==> config.mk <==
export PLATFORM = sky130hd
export DESIGN_NAME = bus_debug_scratch_responder_flat
export DESIGN_NICKNAME = d
export VERILOG_FILES = /design/src/rtl/bus_debug_scratch_responder_pkg.sv /design/src/rtl/bus_debug_scratch_responder_if.sv /design/src/rtl/bus_debug_scratch_responder_scratch_ram.sv /design/src/rtl/bus_debug_scratch_responder.sv /design/src/flat_wrapper.sv
export SDC_FILE = /design/constraint.sdc
export NUM_CORES = 2
export LEC_CHECK = 0
export BUFFER_PORTS_ARGS = -buffer_cell sky130_fd_sc_hd__buf_4
export CAP_MARGIN = 40
export CORE_MARGIN = 1
export CORE_UTILIZATION = 46
export DETAILED_ROUTE_END_ITERATION = 8
export PLACE_DENSITY_LB_ADDON = 0.25
export SLEW_MARGIN = 20
export SYNTH_ARGS = -nofsm -noshare
export SYNTH_HDL_FRONTEND = slang
export SYNTH_SLANG_ARGS = --single-unit
==> constraint.sdc <==
create_clock -name system_clock -period 4.8 [get_ports system_clock]
set_input_delay 0.96 -clock system_clock [delete_from_list [all_inputs] [get_ports system_clock]]
set_output_delay 0.96 -clock system_clock [all_outputs]
set_load 0.05 [all_outputs]
==> src/rtl/bus_debug_scratch_responder_pkg.sv <==
// Shared definitions for the debug scratch responder: FSM encodings, default
// window base, beat counter width and the burst range check.
package bus_debug_scratch_responder_pkg;

   localparam logic [31:0] DEFAULT_BASE_ADDR = 32'h5000_0000;
   localparam int          CNT_W             = 8;

   localparam logic [2:0] ENC_IDLE        = 3'd0;
   localparam logic [2:0] ENC_READ        = 3'd1;
   localparam logic [2:0] ENC_READ_END    = 3'd2;
   localparam logic [2:0] ENC_WRITE       = 3'd3;
   localparam logic [2:0] ENC_WRITE_DRAIN = 3'd4;
   localparam logic [2:0] ENC_ERROR       = 3'd5;

   typedef enum logic [2:0] {
      ST_IDLE        = ENC_IDLE,
      ST_READ        = ENC_READ,
      ST_READ_END    = ENC_READ_END,
      ST_WRITE       = ENC_WRITE,
      ST_WRITE_DRAIN = ENC_WRITE_DRAIN,
      ST_ERROR       = ENC_ERROR
   } state_t;

   // Integer arithmetic so the sum never wraps: a burst must end inside the RAM.
   function automatic logic burstOverruns(input int firstIdx, input int lastOffset,
                                          input int wordAddrBits);
      return (firstIdx + lastOffset) > ((1 << wordAddrBits) - 1);
   endfunction

endpackage

==> src/rtl/bus_debug_scratch_responder_if.sv <==
// System bus seen by a single target: initiator-driven *IN signals and
// responder-driven *OUT signals.
interface bus_debug_scratch_responder_if;
   import bus_debug_scratch_responder_pkg::*;

   logic [31:0]      address_dataIN;
   logic [3:0]       byte_enablesIN;
   logic [CNT_W-1:0] burst_sizeIN;
   logic             read_n_writeIN;
   logic             begin_transactionIN;
   logic             end_transactionIN;
   logic             data_validIN;
   logic             busyIN;

   logic [31:0]      address_dataOUT;
   logic             end_transactionOUT;
   logic             data_validOUT;
   logic             busyOUT;
   logic             errorOUT;

   modport master (
      output address_dataIN, byte_enablesIN, burst_sizeIN, read_n_writeIN,
             begin_transactionIN, end_transactionIN, data_validIN, busyIN,
      input  address_dataOUT, end_transactionOUT, data_validOUT, busyOUT, errorOUT
   );

   modport slave (
      input  address_dataIN, byte_enablesIN, burst_sizeIN, read_n_writeIN,
             begin_transactionIN, end_transactionIN, data_validIN, busyIN,
      output address_dataOUT, end_transactionOUT, data_validOUT, busyOUT, errorOUT
   );

endinterface

==> src/rtl/bus_debug_scratch_responder_scratch_ram.sv <==
// Single-port-style scratch RAM: one-cycle synchronous read, byte-enabled
// synchronous write, written so block RAM inference is straightforward.
module bus_scratch_ram #(
   parameter int ADDR_BITS = 6
) (
   input  logic                 clk,
   input  logic [ADDR_BITS-1:0] i_rdAddr,
   output logic [31:0]          o_rdData,
   input  logic                 i_wrEn,
   input  logic [ADDR_BITS-1:0] i_wrAddr,
   input  logic [3:0]           i_wrBe,
   input  logic [31:0]          i_wrData
);

   logic [31:0] r_mem [0:(1 << ADDR_BITS) - 1];

   always_ff @(posedge clk) begin
      if (i_wrEn) begin
         for (int b = 0; b < 4; b++) begin
            if (i_wrBe[b]) begin
               r_mem[i_wrAddr][8*b +: 8] <= i_wrData[8*b +: 8];
            end
         end
      end
      o_rdData <= r_mem[i_rdAddr];
   end

endmodule

==> src/rtl/bus_debug_scratch_responder.sv <==
// Bus target serving single/burst reads and writes from a scratch RAM inside a
// fixed address window; all outputs are zero unless this target is responding.
module bus_debug_scratch_responder
   import bus_debug_scratch_responder_pkg::*;
#(
   parameter logic [31:0] BASE_ADDR      = DEFAULT_BASE_ADDR,
   parameter int          WORD_ADDR_BITS = 6
) (
   input  logic                          system_clock,
   input  logic                          system_reset,
   bus_debug_scratch_responder_if.slave  bus
);

   localparam int TAG_LSB = WORD_ADDR_BITS + 2;

   state_t                    r_state;
   state_t                    w_nextState;
   logic [WORD_ADDR_BITS-1:0] r_idx;
   logic [WORD_ADDR_BITS-1:0] w_nextIdx;
   logic [WORD_ADDR_BITS-1:0] w_reqIdx;
   logic [WORD_ADDR_BITS-1:0] w_rdAddr;
   logic [CNT_W-1:0]          r_remaining;
   logic [CNT_W-1:0]          w_nextRemaining;
   logic                      r_rnw;
   logic                      w_nextRnw;
   logic [3:0]                r_be;
   logic [3:0]                w_nextBe;
   logic                      r_dataValid;
   logic                      w_nextDataValid;
   logic                      r_endOut;
   logic                      w_nextEnd;
   logic                      r_errorOut;
   logic                      w_nextError;
   logic                      w_hit;
   logic                      w_reqError;
   logic                      w_wrEn;
   logic [31:0]               w_rdData;

   assign w_reqIdx   = bus.address_dataIN[TAG_LSB-1:2];
   assign w_hit      = bus.begin_transactionIN &&
                       (bus.address_dataIN[31:TAG_LSB] == BASE_ADDR[31:TAG_LSB]);
   assign w_reqError = (bus.address_dataIN[1:0] != 2'b00) ||
                       burstOverruns(int'(w_reqIdx), int'(bus.burst_sizeIN), WORD_ADDR_BITS);

   always_comb begin
      w_nextState     = r_state;
      w_nextIdx       = r_idx;
      w_nextRemaining = r_remaining;
      w_nextRnw       = r_rnw;
      w_nextBe        = r_be;
      w_nextDataValid = 1'b0;
      w_nextEnd       = 1'b0;
      w_nextError     = 1'b0;
      w_rdAddr        = r_idx;
      w_wrEn          = 1'b0;

      unique case (r_state)
         ST_IDLE: begin
            if (w_hit) begin
               w_nextIdx       = w_reqIdx;
               w_nextRemaining = bus.burst_sizeIN;
               w_nextRnw       = bus.read_n_writeIN;
               w_nextBe        = bus.byte_enablesIN;
               if (w_reqError) begin
                  w_nextState = ST_ERROR;
                  w_nextEnd   = 1'b1;
                  w_nextError = 1'b1;
               end else if (bus.read_n_writeIN) begin
                  w_nextState = ST_READ;
               end else begin
                  w_nextState = ST_WRITE;
               end
            end
         end

         // The RAM address runs one beat ahead so an accepted beat is followed
         // immediately by the next word; a stalled beat re-reads the same word.
         ST_READ: begin
            if (bus.end_transactionIN) begin
               w_nextState = ST_IDLE;
            end else if (!r_dataValid || bus.busyIN) begin
               w_nextDataValid = 1'b1;
            end else if (r_remaining == '0) begin
               w_nextState = ST_READ_END;
               w_nextEnd   = 1'b1;
            end else begin
               w_nextIdx       = r_idx + WORD_ADDR_BITS'(1);
               w_nextRemaining = r_remaining - CNT_W'(1);
               w_rdAddr        = r_idx + WORD_ADDR_BITS'(1);
               w_nextDataValid = 1'b1;
            end
         end

         ST_READ_END: begin
            w_nextState = ST_IDLE;
         end

         ST_WRITE: begin
            if (bus.data_validIN) begin
               w_wrEn    = 1'b1;
               w_nextIdx = r_idx + WORD_ADDR_BITS'(1);
               if (r_remaining == '0) begin
                  w_nextState = ST_WRITE_DRAIN;
               end else begin
                  w_nextRemaining = r_remaining - CNT_W'(1);
               end
            end
            if (bus.end_transactionIN) begin
               w_nextState = ST_IDLE;
            end
         end

         ST_WRITE_DRAIN: begin
            if (bus.end_transactionIN) begin
               w_nextState = ST_IDLE;
            end
         end

         ST_ERROR: begin
            w_nextState = r_rnw ? ST_IDLE : ST_WRITE_DRAIN;
         end

         default: begin
            w_nextState = ST_IDLE;
         end
      endcase
   end

   always_ff @(posedge system_clock or posedge system_reset) begin
      if (system_reset) begin
         r_state     <= ST_IDLE;
         r_idx       <= '0;
         r_remaining <= '0;
         r_rnw       <= 1'b0;
         r_be        <= '0;
         r_dataValid <= 1'b0;
         r_endOut    <= 1'b0;
         r_errorOut  <= 1'b0;
      end else begin
         r_state     <= w_nextState;
         r_idx       <= w_nextIdx;
         r_remaining <= w_nextRemaining;
         r_rnw       <= w_nextRnw;
         r_be        <= w_nextBe;
         r_dataValid <= w_nextDataValid;
         r_endOut    <= w_nextEnd;
         r_errorOut  <= w_nextError;
      end
   end

   bus_scratch_ram #(
      .ADDR_BITS (WORD_ADDR_BITS)
   ) u_ram (
      .clk      (system_clock),
      .i_rdAddr (w_rdAddr),
      .o_rdData (w_rdData),
      .i_wrEn   (w_wrEn),
      .i_wrAddr (r_idx),
      .i_wrBe   (r_be),
      .i_wrData (bus.address_dataIN)
   );

   // The RAM output register only reaches the shared bus while a beat is valid.
   assign bus.address_dataOUT    = r_dataValid ? w_rdData : 32'h0;
   assign bus.data_validOUT      = r_dataValid;
   assign bus.end_transactionOUT = r_endOut;
   assign bus.errorOUT           = r_errorOut;
   assign bus.busyOUT            = 1'b0;

endmodule

==> src/flat_wrapper.sv <==
// flat-port wrapper written by rule: the top's interface ports become plain ports
module bus_debug_scratch_responder_flat import bus_debug_scratch_responder_pkg::*;
#(
   parameter logic [31:0] BASE_ADDR      = DEFAULT_BASE_ADDR,
   parameter int          WORD_ADDR_BITS = 6
)
  (system_clock, system_reset, bus_address_dataIN, bus_byte_enablesIN, bus_burst_sizeIN, bus_read_n_writeIN, bus_begin_transactionIN, bus_end_transactionIN, bus_data_validIN, bus_busyIN, bus_address_dataOUT, bus_end_transactionOUT, bus_data_validOUT, bus_busyOUT, bus_errorOUT);
  bus_debug_scratch_responder_if bus_i ();
  input  logic system_clock;
  input  logic system_reset;
  input wire logic [$bits(bus_i.address_dataIN)-1:0] bus_address_dataIN;
  input wire logic [$bits(bus_i.byte_enablesIN)-1:0] bus_byte_enablesIN;
  input wire logic [$bits(bus_i.burst_sizeIN)-1:0] bus_burst_sizeIN;
  input wire logic [$bits(bus_i.read_n_writeIN)-1:0] bus_read_n_writeIN;
  input wire logic [$bits(bus_i.begin_transactionIN)-1:0] bus_begin_transactionIN;
  input wire logic [$bits(bus_i.end_transactionIN)-1:0] bus_end_transactionIN;
  input wire logic [$bits(bus_i.data_validIN)-1:0] bus_data_validIN;
  input wire logic [$bits(bus_i.busyIN)-1:0] bus_busyIN;
  output wire logic [$bits(bus_i.address_dataOUT)-1:0] bus_address_dataOUT;
  output wire logic [$bits(bus_i.end_transactionOUT)-1:0] bus_end_transactionOUT;
  output wire logic [$bits(bus_i.data_validOUT)-1:0] bus_data_validOUT;
  output wire logic [$bits(bus_i.busyOUT)-1:0] bus_busyOUT;
  output wire logic [$bits(bus_i.errorOUT)-1:0] bus_errorOUT;
  assign bus_i.address_dataIN = bus_address_dataIN;
  assign bus_i.byte_enablesIN = bus_byte_enablesIN;
  assign bus_i.burst_sizeIN = bus_burst_sizeIN;
  assign bus_i.read_n_writeIN = bus_read_n_writeIN;
  assign bus_i.begin_transactionIN = bus_begin_transactionIN;
  assign bus_i.end_transactionIN = bus_end_transactionIN;
  assign bus_i.data_validIN = bus_data_validIN;
  assign bus_i.busyIN = bus_busyIN;
  assign bus_address_dataOUT = bus_i.address_dataOUT;
  assign bus_end_transactionOUT = bus_i.end_transactionOUT;
  assign bus_data_validOUT = bus_i.data_validOUT;
  assign bus_busyOUT = bus_i.busyOUT;
  assign bus_errorOUT = bus_i.errorOUT;
  bus_debug_scratch_responder #(.BASE_ADDR(BASE_ADDR), .WORD_ADDR_BITS(WORD_ADDR_BITS)) u_core (.system_clock(system_clock), .system_reset(system_reset), .bus(bus_i));
endmodule
### Word level (Yosys, flattened, before mapping)

Memories as Yosys holds them, arrays and structs flattened. A register that Yosys moved wholly into a read port is not among the register bits.
Index checks and enable logic that the tools add are counted.

* reduce and logical (&&, ||, !) cells: 12
* add/sub/neg operators: 3
* equal/unequal tests: 14
* magnitude comparators: 1
* mux-type cells: 51

Operators by type and width (number)
* $mux W8: 5
* $mux W6: 6
* $gt A32 B7 Y1 const B: 1
* $mux W32: 1
* $mux W3: 10
* $eq A24 B23 Y1 const B: 1
* $mux W1: 24
* $pmux W8 S3: 1
* $pmux W6 S3: 1
* $pmux W3 S5: 1
* $add A6 B8 Y9: 1
* $logic_not A8 Y1: 1
* $ne A2 B2 Y1 const B: 4
* $sub A8 B1 Y8 const B: 1
* $add A6 B1 Y6 const B: 1
* $eq A3 B3 Y1 const B: 2
* $ne A3 B2 Y1 const B: 2
* $ne A3 B3 Y1 const B: 2
* $reduce_and A6 Y1: 1
* $reduce_and A5 Y1: 1
* $eq A3 B1 Y1 const B: 1
* $eq A3 B2 Y1 const B: 1
* $logic_not A3 Y1: 1
* $reduce_and A3 Y1: 1
* other kinds (9): 10

* logic and storage cells: 90
* register bits after elaboration: 25
* output and inout port bits: 36
* memories: 1
* bits in writable memories: 2048
* input port bits: 51

Memories
* u_core.u_ram.r_mem: depth 64, width 32, read ports 1, clocked after Yosys merged registers in 1, write ports 1, RTL line bus_debug_scratch_responder_scratch_ram.sv:15 `logic [31:0] r_mem [0:(1 << ADDR_BITS) - 1];`

### Longest topological paths before layout

* depth after elaboration: 6
* depth in mapped cells: 16
* mapped depth without buffers: 12

### By module

A second synthesis with hierarchy kept.

* cells, all modules: 3831
* area, all modules: 81893.5 µm²

By module, submodules not included
* bus_scratch_ram: instances 1, cells an instance 3576, seq. area each 62139.6 µm², area each 79771.5 µm²
* bus_debug_scratch_responder: instances 1, cells an instance 255, seq. area each 625.6 µm², area each 2122.0 µm²

### Least setup slack after synthesis

OpenSTA, ideal clock, no wires.

* path type: input to register
* start: input port bus_end_transactionIN
* end: register u_core.u_ram.o_rdData[10], read port of u_core.u_ram.r_mem
* cell stages on the path: 11
* setup slack: 0.902 ns
* arrival time: 3.778 ns
* library setup time: 0.120 ns
* path buffers: 4
* data required time: 4.680 ns
* cells stage by stage: buf_2 or3b_4 a211oi_4 xnor2_1 buf_4 buf_4 buf_2 mux4_2 mux2i_1 o22ai_1 a211o_1

* cells in the longest elaborated chain, start to end: 2

RTL lines
* start: declaration: RTL line flat_wrapper.sv:16 `input wire logic [$bits(bus_i.end_transactionIN)-1:0] bus_end_transactionIN;`
* $mux W6
* $mux W6: RTL line bus_debug_scratch_responder.sv:57 `unique case (r_state)`
* end: declaration: RTL line bus_debug_scratch_responder_scratch_ram.sv:8 `output logic [31:0] o_rdData,`

No other way between the ends.
A chain may end at the register's enable or synchronous reset.

### Worst setup path in the final report

* start: register u_core.r_remaining[0]
* end: register u_core.u_ram.o_rdData[11], read port of u_core.u_ram.r_mem

* cells in the longest elaborated chain, start to end: 5

RTL lines
* start: declaration: RTL line bus_debug_scratch_responder.sv:22 `logic [CNT_W-1:0] r_remaining;`
* start signal: assignment: RTL line bus_debug_scratch_responder.sv:142 `r_remaining <= w_nextRemaining;`
* $logic_not A8 Y1: RTL line bus_debug_scratch_responder.sv:83 `end else if (r_remaining == '0) begin`
* $mux W6: RTL line bus_debug_scratch_responder.sv:83
* $mux W6: RTL line bus_debug_scratch_responder.sv:81 `end else if (!r_dataValid || bus.busyIN) begin`
* $mux W6
* $mux W6: RTL line bus_debug_scratch_responder.sv:57

No other way between the ends.

==> run metrics <==
Final Routed Wirelength=295000 um; die area=0.184 mm2; dpl cells=8110; Post-DP HPWL=199000 um; fin worst setup slack=0.0710 ns; Synth area leader=edfxtp_1; Worst setup endpoint=u_core.u_ram.o_rdData[11]; post-synthesis net count=5472; worst hold path type=in -> async; Pwr Density=474 mW/mm2; mean area per synthesized cell=15.5 um2; Post-synth EDFFs=2048; Max-Slew Margin vs Limit=0.340; Final Hold Fails=0; Main synth FF type=edfxtp_1; FP Rows=156; number of placed I/O pins=87; first-pass GRT wire length=405000 um; Slew Limit Fails=0; CTS tree=yes; top-count cell post-synth=edfxtp_1; NumNets Final=6031; clk_lat worst skew=0.89 ns; Layout Cells excl Fill=8552; Final Cycle Share=0.985; synth top area cells=edfxtp_1 74%, mux4_2 5.6%, nand2_1 4.4%, mux2i_1 2.0%, nor2_1 1.5%; Max Root-Sink Buffers=3; Crit. Startpoint=u_core.r_remaining[0]; Wirelength per Cell=34.5 um; status=completed; H-tree levels=4; Synth Instances=5412; vias in the first global route=51.4k; Layout area overhead=17.3%; first-pass detailed-route iteration total=9; synthesized flop and latch total=2105; startpoint types=flop; Die Y-Extent=428 um; Reg2Reg Capture Point=u_core.u_ram.o_rdData[11]; Async SR Flop Fraction=0.0119; maximum VDD drop=331 uV; kind of critical path=reg -> reg; area fraction of the dominant cell type after synthesis=0.735; Ys Warns=0; Min Clock Period, post-route=4.73 ns; commonest cells in the netlist=2048 x edfxtp_1, 983 x nand2_1, 337 x nor2_1; critical path required time=5.57 ns; Placer Congestion=0.974; flop2flop setup slack=0.07 ns; layout cells sized above 1=0.205; maximum clock frequency=211 MHz; P_leak=32.8 nW; setup tns final=0 ns; Yosys cell types=86; initial antenna violation count=29; R2R cell count=13; Worst R2R Start=u_core.r_remaining[0]; DP Worst Slack=-0.241 ns; vias post-DR=55.1k; via density per instance=6.44; Final setup viols=0; Crit. End Element=flop; RSZ-0062 raised after global routing=no; Seq/Total Area, Yosys=0.750; Inserted Clock Buffers=207; CTS Sinks=2105; CTS Root Cell=clkbuf_16; Clock transition at path regs=0.06 ns; post-route ant nets=0; grt total ovfl=0; largest net degree at the start of global routing=76; drt drc=0; post-synthesis cell area=0.0837 mm2; IO Port Bufs=85; drt initial violations=8544; Slew @ Worst Pin=0.986 ns; final design utilization=0.543; critical path arrival=5.50 ns; Final Skew=0.0792 ns; Die W=428 um; Initial Util=0.463; core area=0.181 mm2; CP Max Fanout=22; gr usage total=0.317; max-cap violation count=0
-- power by group --
part | switching [W] | total, W | leakage [nW] | internal (W)
Clock | 0.00717 | 0.0162 | 3.25 | 0.00904
Combinational | 0.00646 | 0.00964 | 10.5 | 0.00318
Sequential | 0.000343 | 0.0207 | 19.0 | 0.0203
-- layout by cell type, fill, tap and decap left out, types with 13 or more instances in the layout --
master / n
edfxtp_1: 2048
nand2_1: 973
buf_4: 622
nor2_1: 327
a21oi_1: 214
mux4_2: 209
clkbuf_16: 207
nand3_1: 197
mux2i_1: 168
o22ai_1: 154
nor3_1: 94
a31oi_1: 81
o21ai_0: 70
a32oi_1: 68
clkbuf_1: 51
buf_12: 48
clkinv_1: 39
diode_2: 37
and2_1: 34
o221ai_1: 32
dfxtp_1: 32
and3_1: 31
clkinv_2: 30
nand4_1: 26
a2111oi_0: 22
dfrtp_1: 22
nor4_1: 20
bufinv_16: 16
a311oi_1: 15
a22oi_1: 14
inv_1: 13
mux2_2: 13
-- cells by family after synthesis --
group | synth area share
AOI/OAI and AO/OA | 0.0612
DFF | 0.750
muxes | 0.0781
buffers and inverters | 0.0185
xor gates and xnor gates | 0.00124
adders and majority gates | 0.00144
and+or+nand+nor | 0.0893
other | 0.0000448
-- area by class of cell --
type | count | area (um2)
inverter | 14 | 52.6
sequential | 2105 | 62800
multi-input combinational | 2955 | 19600
clock buffer | 270 | 5540
clock inverter | 113 | 1210
antenna | 37 | 92.6
tap | 2370 | 2970
fill | 14500 | 82600
timing repair buffer | 688 | 5910
-- worst max-delay path: stages (launching register included) --
cell,delay (ns)
dfrtp_1,0.39
inv_1,0.08
ha_1,0.23
or4b_1,0.72
o2111ai_2,0.52
xnor2_4,0.20
buf_12,0.22
nor2_4,0.66
nand3_1,0.13
and4_1,0.24
a221oi_1,0.53
a2111oi_0,0.25
buf_4,0.18
a211o_1,0.21
-- through the flow --
stage / hold slack, ns / power [W] / area (um2)
2_1_floorplan: 0.450 / 0.0254 / 83700
3_3_place_gp: 0.465 / 0.0303 / 90500
3_5_place_dp: 0.472 / 0.0303 / 91100
4_1_cts: 0.104 / 0.0463 / 97900
5_1_grt: 0.144 / 0.0474 / 98100
6_report: 0.102 / 0.0465 / 98200
-- how the worst min path moves through the flow --
stage | slack (ns) | from | depth (start not counted) | end
final | 0.10 | system_reset | 2 | u_core.r_be[1]
after global placement | 0.46 | u_core.r_remaining[1] | 2 | u_core.r_remaining[1]
after CTS | 0.10 | system_reset | 2 | u_core.r_be[1]
after detailed placement | 0.47 | u_core.r_remaining[1] | 2 | u_core.r_remaining[1]
after global routing | 0.14 | system_reset | 2 | u_core.r_be[0]
after floorplan | 0.45 | u_core.r_remaining[1] | 2 | u_core.r_remaining[1]
-- per-layer routing --
metal  routed length (um)  GRT usage  part of all wire  vias to the layer above
met5                  100          0           0.00034                        -
met4                20200      0.192             0.068                       16
met3                37000     0.0921              0.13                      871
met2               129000      0.460              0.44                     4074
met1               109000      0.422              0.37                    28000
li1                     -          -                 -                    22100
-- state kept, by name (all words and copies together) (netlist names) --
name and flops:
u_core.r_idx 6, u_core.bus.errorOUT 1, u_core.r_be 4, u_core.bus.data_validOUT 1
u_core.u_ram.o_rdData 32, u_core.r_state 3, u_core.r_remaining 8, u_core.bus.end_transactionOUT 1
u_core.r_rnw 1, u_core.u_ram.r_mem 2048
-- what timing repair did --
| item | CTS | global route |
|---|---|---|
| setup endpoints to repair | 1 | 1 |
| cloned | 0 | 0 |
| hold buffers | 0 | 0 |
| gates resized for setup | 1 | 0 |
| setup buffers | 0 | 0 |
| pin swaps | 0 | 1 |
Power figures use the tool's default switching activity.
